`config.mk`:
```
export PLATFORM = sky130hd
export DESIGN_NAME = fpu_divider
export DESIGN_NICKNAME = d
export VERILOG_FILES = /design/src/rtl/fpu_divider_pkg.sv /design/src/rtl/fpu_divider_fsm.sv /design/src/rtl/fpu_divider.sv
export SDC_FILE = /design/constraint.sdc
export NUM_CORES = 1
export LEC_CHECK = 0
export BUFFER_PORTS_ARGS = -buffer_cell sky130_fd_sc_hd__buf_4
export CORE_UTILIZATION = 54
export CTS_CLUSTER_SIZE = 25
export DETAILED_ROUTE_END_ITERATION = 6
export GPL_TIMING_DRIVEN = 0
export HOLD_SLACK_MARGIN = 0.08
export PLACE_DENSITY_LB_ADDON = 0.1
export SLEW_MARGIN = 20
export SYNTH_ARGS = -nofsm -noshare
export SYNTH_HDL_FRONTEND = slang
export SYNTH_HIERARCHICAL = 1
export SYNTH_SLANG_ARGS = --single-unit
```
`constraint.sdc`:
```
create_clock -name clock -period 3.3 [get_ports clock]
set_clock_uncertainty 0.1 [all_clocks]
set_input_delay 0.33 -clock clock [delete_from_list [all_inputs] [get_ports clock]]
set_output_delay 0.33 -clock clock [all_outputs]
set_load 0.005 [all_outputs]
```
`src/rtl/fpu_divider_pkg.sv`:
```
// Shared types and sizing helpers for the iterative restoring divider.
package fpu_divider_pkg;

  typedef enum logic [1:0] {
    IDLE = 2'd0,
    RUN  = 2'd1,
    DONE = 2'd2
  } state_t;

  // Iteration counter must hold the value WIDTH itself, hence WIDTH+1 codes.
  function automatic int cnt_width(input int width);
    return $clog2(width + 1);
  endfunction

endpackage

```
`src/rtl/fpu_divider_fsm.sv`:
```
// Sequencer for the divider: accepts start, counts iterations, flags done.
module fpu_divider_fsm
  import fpu_divider_pkg::*;
#(
  parameter int WIDTH = 8
) (
  input  logic clock,
  input  logic reset,
  input  logic start,
  output logic load,
  output logic step,
  output logic done
);

  localparam int CW = cnt_width(WIDTH);

  state_t        state_reg, state_next;
  logic [CW-1:0] cnt_reg, cnt_next;

  always_ff @(posedge clock) begin
    if (reset) begin
      state_reg <= IDLE;
      cnt_reg   <= '0;
    end else begin
      state_reg <= state_next;
      cnt_reg   <= cnt_next;
    end
  end

  // RUN performs WIDTH steps, then spends one extra cycle moving into DONE.
  always_comb begin
    state_next = state_reg;
    cnt_next   = cnt_reg;
    load       = 1'b0;
    step       = 1'b0;
    case (state_reg)
      IDLE, DONE: begin
        if (start) begin
          load       = 1'b1;
          cnt_next   = CW'(WIDTH);
          state_next = RUN;
        end
      end
      RUN: begin
        if (cnt_reg != '0) begin
          step     = 1'b1;
          cnt_next = cnt_reg - CW'(1);
        end else begin
          state_next = DONE;
        end
      end
      default: state_next = IDLE;
    endcase
  end

  assign done = (state_reg == DONE);

endmodule

```
`src/rtl/fpu_divider.sv`:
```
// Unsigned restoring divider, one quotient bit per clock; datapath plus FSM.
module fpu_divider
  import fpu_divider_pkg::*;
#(
  parameter int WIDTH = 8
) (
  input  logic             clock,
  input  logic             reset,
  input  logic             start,
  input  logic [WIDTH-1:0] divIn1,
  input  logic [WIDTH-1:0] divIn2,
  output logic [WIDTH-1:0] divOut,
  output logic [WIDTH-1:0] divRem,
  output logic             done
);

  logic             load, step;
  logic [WIDTH-1:0] quo_reg, rem_reg, div_reg;
  logic [WIDTH:0]   rem_shifted, trial;

  fpu_divider_fsm #(.WIDTH(WIDTH)) FSM (
    .clock (clock),
    .reset (reset),
    .start (start),
    .load  (load),
    .step  (step),
    .done  (done)
  );

  // rem < divisor always holds, so trial's MSB is a valid borrow/sign bit.
  assign rem_shifted = {rem_reg, quo_reg[WIDTH-1]};
  assign trial       = rem_shifted - {1'b0, div_reg};

  always_ff @(posedge clock) begin
    if (reset) begin
      quo_reg <= '0;
      rem_reg <= '0;
      div_reg <= '0;
    end else if (load) begin
      quo_reg <= divIn1;
      rem_reg <= '0;
      div_reg <= divIn2;
    end else if (step) begin
      quo_reg <= {quo_reg[WIDTH-2:0], ~trial[WIDTH]};
      rem_reg <= trial[WIDTH] ? rem_shifted[WIDTH-1:0] : trial[WIDTH-1:0];
    end
  end

  assign divOut = quo_reg;
  assign divRem = rem_reg;

endmodule

```
# Word-level counts from Yosys, hierarchy flattened
# Index checks and enable logic that the tools add are counted.
[op_classes] reduce_logical=8 muxes=13 add_sub_neg=2 n_eq_ne=5 n_lt_le_gt_ge=0 bitwise_logic=1 n_shift=0 div=0 mul=0
[op_table] cell="8-bit 2-to-1 mux" n=3
[op_table] cell="9-bit by 8-bit subtractor with 9-bit output" n=1
[op_table] cell="4-bit 2-to-1 mux" n=2
[op_table] cell="4-bit one-hot mux with 2 select lines" n=1
[op_table] cell="1-bit 2-to-1 mux" n=4
[op_table] cell="2-bit 2-to-1 mux" n=2
[op_table] cell="2-bit != test, second input constant" n=2
[op_table] cell="2-bit one-hot mux with 2 select lines" n=1
[op_table] cell="2-bit nonzero test" n=2
[op_table] cell="4-bit nonzero test" n=1
[op_table] cell="2-bit OR reduction" n=2
[op_table] cell="4-bit by 1-bit subtractor with 4-bit output, second input constant" n=1
[op_table] cell="3-bit AND reduction" n=1
[op_table] cell="2-bit by 1-bit equality test with 1-bit output, second input constant" n=1
[op_table] cell="2-bit equality test, second input constant" n=1
[op_table] cell="2-bit zero test" n=1
[op_table] cell="2-bit by 1-bit != test with 1-bit output, second input constant" n=1
[op_table] cell="2-bit AND reduction" n=1
[op_table] cell="1-bit NOT" n=1
[word_totals] mem_bits_ro=0 output_inout_bits=17 ramBits=0 ff_bits=30 memories=0 latch_bits=0

# Depth between registers and ports, before layout
[depth] word_depth=5 ltp_mapped=10

# Cells and area by module
# The synthesis kept the hierarchy.
[modules_own_cells] module="fpu_divider" area_each_um2=1432.6 n_inst=1 cells_each=165
[modules_own_cells] module="fpu_divider_fsm" area_each_um2=297.8 n_inst=1 cells_each=33

# Worst setup path after synthesis
# Ideal clock, no wire load.
[synth_timing] path_kind="register -> register" from="register quo_reg[7] (netlist: divOut[7])" to="register rem_reg[0] (netlist: divRem[0])" slack_ps=905 t_arrival_ps=2173 path_stages_with_launch=11 t_required_ps=3078 setup_ps=122 path_cell_list="dfxtp_1 -> inv_1 -> ha_1 -> fa_1 -> nor2b_4 -> o31a_4 -> a41oi_2 -> xnor2_2 -> buf_6 -> nor2_1 -> a311o_1"
[synth_via] elab_chain_cells=2
[synth_rtl] item="start: declaration" line="fpu_divider.sv:18" source="logic [WIDTH-1:0] quo_reg, rem_reg, div_reg;"
[synth_rtl] item="start signal: assignment" line="fpu_divider.sv:40" source="quo_reg <= divIn1;"
[synth_rtl] item="start signal: assignment" line="fpu_divider.sv:44" source="quo_reg <= {quo_reg[WIDTH-2:0], ~trial[WIDTH]};"
[synth_rtl] item="9-bit by 8-bit subtractor with 9-bit output" line="fpu_divider.sv:32" source="assign trial = rem_shifted - {1'b0, div_reg};"
[synth_rtl] item="8-bit 2-to-1 mux (*)" line="fpu_divider.sv:45" source="rem_reg <= trial[WIDTH] ? rem_shifted[WIDTH-1:0] : trial[WIDTH-1:0];"
[synth_rtl] item="end signal: assignment" line="fpu_divider.sv:45"
[synth_rtl] item="end: declaration" line="fpu_divider.sv:18"
# Every way passes the cells marked *; elsewhere a longest branch is shown, timed or not.
# A chain may end at the register's enable or synchronous reset.

# Worst setup path in the final report
[layout_timing] from="register quo_reg[7] (netlist: divOut[7])" to="register rem_reg[1] (netlist: divRem[1])"
[layout_via] elab_chain_cells=2
[layout_rtl] item="9-bit by 8-bit subtractor with 9-bit output" line="fpu_divider.sv:32"
[layout_rtl] item="8-bit 2-to-1 mux" line="fpu_divider.sv:45"
# No other way between the ends.

==> flow_summary.json <==
{
  "dp_slack_ns": 0.664,
  "drv_slew": 0,
  "avgSynthCellArea_um2": 8.74,
  "grt_util_all_layers_pct": 23.8,
  "post_drt_via_cell_ratio": 5.41,
  "worstPathCellList": "inv_1 > ha_1 > fa_1 > nor2b_4 > o31a_4 > a41oi_2 > xnor2_2 > buf_6 > nor2_1 > a311o_1",
  "nets": 269,
  "die_h_um": 58.6,
  "pwr-share-clk_pct": 25.3,
  "root_buffer": "clkbuf_4",
  "p_sw_w": 0.000289,
  "synthFlopType": "dfxtp_1",
  "maxSlewHeadroom_pct": 58.7,
  "async_flop_share_pct": 0,
  "startpoint_type": "flop",
  "antenna_left": 0,
  "wl_per_cell_um": 13.5,
  "hold_start": "reset",
  "cts_buffer_depth": 2,
  "io_pins": 36,
  "fillers": 274,
  "vias": 1543,
  "rsz0062_at_grt": "no",
  "syn_to_final_growth_pct": 22.1,
  "power_frac_comb_pct": 30.5,
  "p_seq_share_pct": 44.2,
  "swShare_pct": 31.7,
  "tns_ns": 0,
  "r2r-end": "divRem[1]$_SDFFE_PP0P_",
  "drt_iter0_markers": 77,
  "peakVddDrop_mv": 0.273,
  "die_w_um": 58.6,
  "rows": 20,
  "internal_power_w": 0.000622,
  "drc": 0,
  "first_global_vias": 1437,
  "antenna_found_initial": 0,
  "cap_viol_max_count": 0,
  "setup-violations-final": 0,
  "cts_tree": "yes",
  "fmax_mhz": 377,
  "cts_sinks": 30,
  "cp_max_fo": 10,
  "worstReg2RegStart": "divOut[7]$_SDFFE_PP0P_",
  "grt_pass1_wl_um": 6250,
  "clkTransAtPathRegs_ns": 0.10,
  "top_usage_layer": "met2",
  "n_antenna_cell": 0,
  "power_density_mw_per_mm2": 432,
  "ys_ff_latch": 30,
  "grt_use_met2_pct": 40.1,
  "core_area_mm2": 0.00305,
  "hold_path_end": "FSM/cnt_reg[3]$_SDFFE_PP0P_",
  "crit_required_ns": 3.41,
  "yosysUniqueCellTypes": 44,
  "hold_path_depth": 2,
  "synth_area_mm2": 0.00173,
  "cts_hold_buffers": 0,
  "outcome": "finished, final reports clean",
  "synth_edf_count": 0,
  "grt_max_degree": 11,
  "numCtsBuffers": 5,
  "leakage_nw": 0.909,
  "ys_seq_area_share_pct": 34.7,
  "ys.warnings.count": 6,
  "firstDrtPassIters": 4,
  "crit_buf_inv": 2,
  "rrSetupSlack_ns": 0.65,
  "start_util_pct": 56.7,
  "die_area_mm2": 0.00343,
  "cts.htree.levels": 2,
  "critical_path_class": "flop to flop",
  "cp_slowest_stage_delay_ns": 0.44,
  "post_cts_resized": 0,
  "min_period_ns": 2.65,
  "finalHoldViolCount": 0,
  "worstSkewPairLatency_ns": 0.33,
  "reg2reg_depth": 10,
  "syn_nets": 227,
  "grt_overflow": 0,
  "slowest_stage": "fa_1",
  "io_buffers": 35,
  "post-cts-setup-buffer-count": 0,
  "routed_wl_um": 3860,
  "place.gp.congestion": 0.832,
  "syn_inst": 198,
  "end_kind": "flop",
  "tightest_slew_ns": 0.620,
  "critPathTopFamily": "adder cells",
  "arrival_ns": 2.77,
  "hpwl_um": 2940,
  "setup_slack_ns": 0.646,
  "grt_use_met3_pct": 5.27,
  "period_share_pct": 80.4,
  "grtUsageMet1_pct": 30.1,
  "worstHoldPathType": "input port to flop",
  "drive_gt1_share_pct": 23.2
}
==> layer usage <==
metal	part of all wire, %	routed length, µm	up-vias
met3	4.4	169	9
met5	0	0	-
met4	1.6	63	0
met2	49	1890	43
li1	-	-	786
met1	45	1730	705
==> metrics by stage <==
step | area, µm² | std cells | hold WS, ns | power (W) | utilization [%]
2_1_floorplan | 1730 | 198 | 0.299 | 0.000607 | -
3_3_place_gp | 2050 | 277 | 0.375 | 0.000672 | 67.1
3_5_place_dp | 2050 | 277 | 0.381 | 0.000685 | 67.1
4_1_cts | 2110 | 285 | 0.0982 | 0.000918 | 69.2
5_1_grt | 2110 | 285 | 0.116 | 0.000962 | 69.2
6_report | 2110 | 285 | 0.115 | 0.000912 | 69.2
==> synth_stat cells (2+ instances only) <==
cell      count  area, µm²
nand2b_1      2       12.5
a311o_1       2       20.0
mux2i_1      19        190
clkbuf_1      6       22.5
buf_6         2       22.5
a31oi_1       2       12.5
or3_1         2       12.5
nor2b_1       3       18.8
or4_1         3       22.5
and4b_1       2       20.0
nor3_1        2       10.0
o21a_1        3       22.5
inv_1        16       60.1
xnor2_1       2       17.5
nand2_1       4       15.0
o21ai_0       8       40.0
a211oi_1      2       15.0
buf_1         2       7.51
ha_1          9        113
nand3_1       4       20.0
a21oi_1      18       90.1
dfxtp_1      30        601
o211ai_1      2       15.0
nor2_1       33        124
==> cell families (layout without fill, tap and decap cells) <==
family,count (synthesis),in the layout,share of synthesized area [%]
flip-flops,30,30,34.7
AND/OR/NAND/NOR,62,62,18.9
AO/OA/AOI/OAI,47,47,18.7
multiplexers,19,19,11.0
adder cells (fa/ha/maj),10,10,7.66
XOR/XNOR,4,4,2.46
buffers and inverters,26,69,6.51
==> final cells by class <==
type / count / area (µm²) / share of cell area (%)
timing repair buffer: 35 / 263 / 12.4
buffer: 10 / 52.6 / 2.49
tap: 44 / 55.1 / 2.61
multi-input combinational: 142 / 1020 / 48.2
clock buffer: 6 / 51.3 / 2.43
clock inverter: 2 / 12.5 / 0.592
inverter: 16 / 60.1 / 2.84
sequential: 30 / 601 / 28.4
==> power by group through the flow <==
| stage | sequential [W] | combinational (W) | clock (W) |
|---|---|---|---|
| after global placement | 0.000408 | 0.000264 | 0 |
| after global routing | 0.000405 | 0.000305 | 0.000252 |
| after floorplan | 0.000407 | 0.000201 | 0 |
| final | 0.000403 | 0.000278 | 0.000231 |
| after detailed placement | 0.000411 | 0.000274 | 0 |
| after CTS | 0.000402 | 0.000276 | 0.000239 |
==> worst register-to-register path, cell delays in order, from the launching register on <==
cell and delay (ns):
dfxtp_1 0.41, inv_1 0.06, ha_1 0.22, fa_1 0.44
nor2b_4 0.16, o31a_4 0.15, a41oi_2 0.15, xnor2_2 0.28
buf_6 0.20, nor2_1 0.06, a311o_1 0.32
==> placed cells by master (no fill, tap or decap), types with 2 or more instances in the layout <==
master / n
nor2_1: 33
dfxtp_1: 30
o211ai_1: 2
o21a_1: 3
clkbuf_1: 6
or3_1: 2
xnor2_1: 2
a211oi_1: 2
buf_1: 2
clkbuf_4: 5
nor2b_1: 3
nand2_1: 4
ha_1: 9
and4b_1: 2
a21oi_1: 18
or4_1: 3
nand2b_1: 2
inv_1: 16
a31oi_1: 2
nor3_1: 2
o21ai_0: 8
buf_6: 2
mux2i_1: 19
a311o_1: 2
nand3_1: 4
buf_4: 35
==> worst max path at each step <==
stage | startpoint | to | depth (start not counted)
after detailed placement | divOut[7]$_SDFFE_PP0P_ | divRem[1]$_SDFFE_PP0P_ | 10
after CTS | divOut[7]$_SDFFE_PP0P_ | divRem[1]$_SDFFE_PP0P_ | 10
after floorplan | divOut[7]$_SDFFE_PP0P_ | divRem[0]$_SDFFE_PP0P_ | 10
after global routing | divOut[7]$_SDFFE_PP0P_ | divRem[1]$_SDFFE_PP0P_ | 10
after global placement | divOut[7]$_SDFFE_PP0P_ | divRem[1]$_SDFFE_PP0P_ | 10
final | divOut[7]$_SDFFE_PP0P_ | divRem[1]$_SDFFE_PP0P_ | 10
(Power assumes the default switching activity.)
